--- src/rtl/scan_sequencer.sv ---
// scan_sequencer: four-digit display scan controller.
// Snapshots THOU/HUND/TENS/ONES at the start of each frame and time-multiplexes
// them onto DIG with a one-hot SEL. Each digit is held for DWELL cycles.
// Optional leading-zero blanking is enabled by defining SCAN_LZB_EN.
module scan_sequencer #(
    parameter int unsigned DWELL = 16,
    parameter logic [4:0]  BLANK = 5'h1F
) (
    input  logic       CLK,
    input  logic       RST,
    input  logic       EN,
    input  logic [4:0] THOU,
    input  logic [4:0] HUND,
    input  logic [4:0] TENS,
    input  logic [4:0] ONES,
    output logic [4:0] DIG,
    output logic [3:0] SEL,
    output logic       FRAME
);

    localparam int unsigned    CW      = (DWELL > 1) ? $clog2(DWELL) : 1;
    localparam logic [CW-1:0]  LAST    = CW'(DWELL - 1);
    localparam logic           ST_IDLE = 1'b0;
    localparam logic           ST_SCAN = 1'b1;

    logic                 state_q, state_d;
    logic [1:0]           idx_q, idx_d;
    logic [CW-1:0]        cnt_q, cnt_d;
    logic [3:0][4:0]      snap_q, snap_d;
    logic                 frame_q, frame_d;
    logic                 capture;
    logic                 last_cyc;
    logic [3:0]           blank;

    // A new frame starts from IDLE, or back-to-back at the end of a frame, when EN is high.
    assign last_cyc = (state_q == ST_SCAN) && (cnt_q == LAST) && (idx_q == 2'd0);
    assign capture  = EN && ((state_q == ST_IDLE) || last_cyc);

    // Next-state logic: dwell counting, digit index stepping and snapshot capture.
    always_comb begin
        state_d = state_q;
        idx_d   = idx_q;
        cnt_d   = cnt_q;
        snap_d  = snap_q;
        frame_d = capture;
        if (capture) begin
            state_d = ST_SCAN;
            idx_d   = 2'd3;
            cnt_d   = '0;
            snap_d  = {THOU, HUND, TENS, ONES};
        end else if (state_q == ST_SCAN) begin
            if (cnt_q == LAST) begin
                cnt_d = '0;
                if (idx_q == 2'd0) begin
                    state_d = ST_IDLE;
                    idx_d   = 2'd3;
                end else begin
                    idx_d = idx_q - 2'd1;
                end
            end else begin
                cnt_d = cnt_q + 1'b1;
            end
        end
    end

    // State registers; reset forces IDLE and clears the snapshot.
    always_ff @(posedge CLK or negedge RST) begin
        if (!RST) begin
            state_q <= ST_IDLE;
            idx_q   <= 2'd3;
            cnt_q   <= '0;
            snap_q  <= '0;
            frame_q <= 1'b0;
        end else begin
            state_q <= state_d;
            idx_q   <= idx_d;
            cnt_q   <= cnt_d;
            snap_q  <= snap_d;
            frame_q <= frame_d;
        end
    end

`ifdef SCAN_LZB_EN
    logic [3:0] blank_q, blank_d;

    // Blank flags are derived from the raw inputs at the capture edge so they
    // always describe the same snapshot that is being displayed.
    always_comb begin
        blank_d = blank_q;
        if (capture) begin
            blank_d[3] = (THOU == 5'd0);
            blank_d[2] = blank_d[3] && (HUND == 5'd0);
            blank_d[1] = blank_d[2] && (TENS == 5'd0);
            blank_d[0] = 1'b0;
        end
    end

    // Blank flag registers.
    always_ff @(posedge CLK or negedge RST) begin
        if (!RST) blank_q <= '0;
        else      blank_q <= blank_d;
    end

    assign blank = blank_q;
`else
    assign blank = '0;
`endif

    // Outputs decode registered state only, so there is no input-to-output path
    // and reset reaches the pins without a clock edge.
    always_comb begin
        SEL = 4'b0000;
        DIG = BLANK;
        if (state_q == ST_SCAN) begin
            SEL = 4'b0001 << idx_q;
            DIG = blank[idx_q] ? BLANK : snap_q[idx_q];
        end
    end

    assign FRAME = frame_q;

endmodule

--- config.mk ---
export PLATFORM = sky130hd
export DESIGN_NAME = scan_sequencer
export DESIGN_NICKNAME = d
export VERILOG_FILES = /design/src/rtl/scan_sequencer.sv
export SDC_FILE = /design/constraint.sdc
export NUM_CORES = 1
export LEC_CHECK = 0
export CAP_MARGIN = 40
export CORE_MARGIN = 2
export CORE_UTILIZATION = 45
export DETAILED_ROUTE_END_ITERATION = 10
export GPL_TIMING_DRIVEN = 0
export PLACE_DENSITY = 0.76
export SETUP_SLACK_MARGIN = 0.3
export SYNTH_ARGS = -nofsm -noshare
export SYNTH_HDL_FRONTEND = slang
export SYNTH_SLANG_ARGS = --single-unit
--- constraint.sdc ---
create_clock -name CLK -period 5.4 [get_ports CLK]
set_input_delay 0.81 -clock CLK [delete_from_list [all_inputs] [get_ports CLK]]
set_output_delay 0.81 -clock CLK [all_outputs]
set_load 0.02 [all_outputs]
## Yosys cells after proc, flatten, opt, wreduce, memory -nomap -nowiden

Cells that the tools add are included.

- $add $sub $neg: 2
- $mul: 0
- Divide/modulo/power cells: 0
- $lt $le $gt $ge: 1
- Equal/unequal tests: 1
- Shift operators: 1
- Mux-type cells: 18
- Bitwise gates (word level): 1
- Reduce and logical (&&, ||, !) cells: 8

Operators by type and width:

| kind | number |
|---|---|
| 4-bit 2-to-1 mux | 4 |
| 5-bit 2-to-1 mux | 3 |
| 5-bit binary-select mux with 2-bit select | 1 |
| 2-bit 2-to-1 mux | 4 |
| 1-bit 2-to-1 mux | 5 |
| 4-bit by 1-bit adder with 4-bit output, second input constant | 1 |
| 4-bit == test, second input constant | 1 |
| 2-bit nonzero test | 2 |
| 1-bit by 2-bit << shifter with 4-bit output, first input constant | 1 |
| 1-bit logical AND | 3 |
| 2-bit by 3-bit < comparator with 1-bit output, second input constant | 1 |
| 1-bit binary-select mux with 2-bit select | 1 |
| 2-bit zero test | 1 |
| 2-bit AND reduction | 1 |
| 2-bit by 1-bit subtractor with 2-bit output, second input constant | 1 |
| 1-bit logical OR | 1 |
| 1-bit NOT | 1 |

- Register bits after elaboration: 28
- Latch bits: 0
- Memory bits (writable): 0
- ROM bits: 0
- Input port bits: 23
- Output and inout bits: 10
- Memories: 0

## Depth between registers and ports, before layout

- Depth after elaboration: 7
- Mapped depth: 7
- Depth with buffers taken out: 5

## Worst setup path before layout

No wires, ideal clock.

- Path kind: register to output
- Start point: register idx_q[0]
- End point: output port DIG[0]
- Arrival: 1466 ps
- Data required time: 4590 ps
- Slack: 3124 ps
- Cell stages (with the launch flop): 4
- Buffers on the path: 1
- Cells stage by stage: dfstp_2 -> buf_2 -> mux4_2 -> nand2b_1

- Word-level cells in the longest chain between the ends: 4
- Elaborated cells between the ends (all ways): 6
- Classes of those cells: mux: 6

Ends and longest elaborated chain:

| item | line | text |
|---|---|---|
| start, declared | 27 | `logic [1:0] idx_q, idx_d;` |
| start signal, assigned | 76 | `idx_q <= idx_d;` |
| 5-bit binary-select mux with 2-bit select / 1-bit binary-select mux with 2-bit select (equally long branches) | 116 | `DIG = blank[idx_q] ? BLANK : snap_q[idx_q];` |
| 5-bit 2-to-1 mux (not written as such) / 1-bit 2-to-1 mux (equally long branches) | 116 |  |
| 5-bit 2-to-1 mux (*) | 116 |  |
| 5-bit 2-to-1 mux (*) | 114 | `if (state_q == ST_SCAN) begin` |
| end, declared | 16 | `output logic [4:0] DIG,` |

Mark *: on every way between the ends. The rest lies on a longest branch, timed or not. The select of a mux whose other input is x is not followed.

## Worst setup path after layout

- Start point: register idx_q[0]
- End point: output port DIG[4]

The elaborated chain is that of the path after synthesis.

==> results by group <==
Run status
  – Outcome: finished clean

Setup path
  – CP Class: register to primary output
  – Crit end category: primary output
  – Critical Path AT: 2.40 ns
  – Crit-path max FO: 8
  – Critical Path RT: 4.59 ns
  – Register-to-register setup slack: 3.30 ns
  – Crit start category: register

Final layout
  – N_diodes: 0
  – Area Growth Syn to Fin: 28.2%
  – Net count, final: 169
  – Layout cells sized above 1: 28.1%
  – Fin cells: 183
  – Finished Cell Area: 1880 um^2

Job
  – Max-Cap Viols: 0

Timing
  – Final setup TNS: 0 ns
  – Final Hold Slack: 0.527 ns
  – RSZ-0062 raised after global routing: no
  – Final min period: 3.21 ns
  – Worst-margin pin slew: 0.655 ns
  – Final setup fails: 0
  – Slew headroom: 56.2%
  – Fmax achieved: 0.311 GHz
  – Final Slew Violations: 0
  – Final hold vios: 0
  – Worst setup margin: 2.19 ns
  – Worst clock skew: 0.00256 ns
  – Tcrit/Tclk final: 59.5%

Floorplanning
  – Die Area: 3730 um^2
  – Die Wd: 61.1 um
  – Core Area: 3080 um^2
  – FP Rows: 20
  – Ports: 33
  – Die Height: 61.1 um
  – Starting density of the core: 47.6%

CTS
  – CTS tree: yes
  – CTS Sinks: 28
  – CTS root buffer: clkbuf_4
  – Post_cts resized: 0
  – Max Buffers Root-to-Sink: 2
  – Total CTS buffers: 3
  – Post-CTS Setup Bufs: 0
  – Worst-Skew Late Latency: 0.31 ns
  – Clk pin slew, worst setup/hold paths: 0.14 ns
  – CTS H-tree lvls: 1
  – Cts hold-fix bufs: 0

Global route
  – Initial antenna violation count: 0
  – Grt total ovfl: 0
  – First-pass GRT wire length: 4670 um
  – Number of global-route vias before repair: 976
  – Gr usage total: 17.3%
  – Largest net degree at the start of global routing: 16

Yosys
  – Total number of yosys warnings: 0
  – Ys flop type: dfrtp_1
  – Netlist cell types: 30
  – Top post-synthesis cells by count: dfrtp_1, mux2_4
  – Syn Inst Count: 103
  – Netlist Area Pre-Place: 1470 um^2
  – Synth Area per Inst: 14.2 um^2
  – Register bit total from synthesis: 28
  – Top cell type's share of synthesized area: 44.4%
  – Area leader, netlist: dfrtp_1
  – Top-count cell post-synth: dfrtp_1
  – Synth top area cells: dfrtp_1, mux2_4, mux4_2
  – EDFF count, synth: 0
  – Post-synth net total: 131
  – Seq/Total Area, Yosys: 48.0%
  – Ys async rst share: 100%

Placement
  – Port bufs: 32
  – Dpl hpwl: 2060 um
  – Routability cong.: 0.808
  – Setup WS pre-CTS: 2.55 ns
  – Placed cells: 180
  – Area after DPL: 1860 um^2

Detailed routing
  – Antenna Nets Post-Route: 0
  – WL final: 2670 um
  – Met2 Wirelength: 1330 um
  – Remaining design rule violation count: 0
  – Wl on met1: 1220 um
  – WL met3: 107 um
  – Routed WL per cell: 14.6 um
  – Drt initial violations: 15
  – Vias/cell: 5.02
  – Via count: 919
  – DRT Pass-1 Iters: 4
  – Top sig layer: met4

Hold path
  – Hold Crit Class: register to register

Pwr
  – Peak supply drop: 0.272 mV
  – PD cells: 518 nW/um^2
  – Leak pwr: 0.827 nW
## layer usage
| layer | vias to the layer above | global-route usage (%) |
|---|---|---|
| met1 | 450 | 23.2 |
| met4 | 0 | 4.66 |
| met2 | 21 | 29.2 |
| li1 | 446 | - |
| met3 | 2 | 2.73 |
| met5 | - | 0 |
## power breakdown
part / total [mW] / switching, mW / internal, mW
clock network: 0.0824 / 0.0563 / 0.0261
registers: 0.380 / 0.0673 / 0.312
logic: 0.511 / 0.196 / 0.315
## cells in the final DEF, fill, tap and decap left out, types with 2 or more instances in the layout
cell type        Yosys  layout
mux2_2               2       2
and2_1               5       5
mux2_4              18      18
nand2_1              4       4
nor2_1               2       2
clkbuf_4             0       3
nor3_1               2       2
buf_6                2       2
clkbuf_1             3       3
mux4_2               5       5
nand2b_1             5       5
o21ai_0              4       4
dfstp_2              2       2
ha_1                 5       5
clkdlybuf4s50_1      0      32
inv_1                2       2
a21oi_1              2       2
dfrtp_1             26      26
## layout make-up
type                    count  area (um^2)
flip-flops and latches     28          703
multi-input cells          67          717
plain buffers               6         38.8
fillers                   260         1200
well taps                  44         55.1
clock buffers               3         22.5
repair buffers             33          335
inverters                   2         7.51
## registers in the layout, summed over array words and instances, names as in the netlist
name and flops:
idx_q 2, state_q 1, FRAME 1, snap_q 20, cnt_q 4
## cell families (layout without fill, tap and decap cells)
| kind of cell | after synthesis | in the layout | share of synthesized area (%) |
|---|---|---|---|
| fa+ha+maj | 5 | 5 | 4.27 |
| compound gates | 12 | 12 | 6.40 |
| xor+xnor | 1 | 1 | 0.597 |
| mux | 25 | 25 | 27.6 |
| simple gates | 24 | 24 | 9.98 |
| buf+inv | 8 | 44 | 3.16 |
| flops | 28 | 28 | 48.0 |
## worst paths after layout
kind / to / depth (start not counted) / startpoint
hold reg to reg: cnt_q[1] / 2 / cnt_q[1]
setup / recovery: DIG[4] / 4 / idx_q[0]
setup reg to reg: snap_q[6] / 7 / idx_q[1]
hold / removal: cnt_q[1] / 2 / cnt_q[1]
max in group asynchronous: state_q / 2 / RST
min in group asynchronous: snap_q[6] / 1 / RST
## critical path: stages (launching register included)
cell and delay (ns):
dfstp_2 0.57, buf_2 0.27, mux4_2 0.53, nand2b_1 0.17, clkdlybuf4s50_1 0.56
## metrics by stage
| step | total power, mW | util (%) |
|---|---|---|
| after global placement | 0.878 | 59.8 |
| after CTS | 0.987 | 61.1 |
| after detailed placement | 0.901 | 60.3 |
| final | 0.973 | 61.1 |
| after global routing | 1.04 | 61.1 |
| after floorplan | 0.720 | - |
Power figures use the tool's default switching activity.
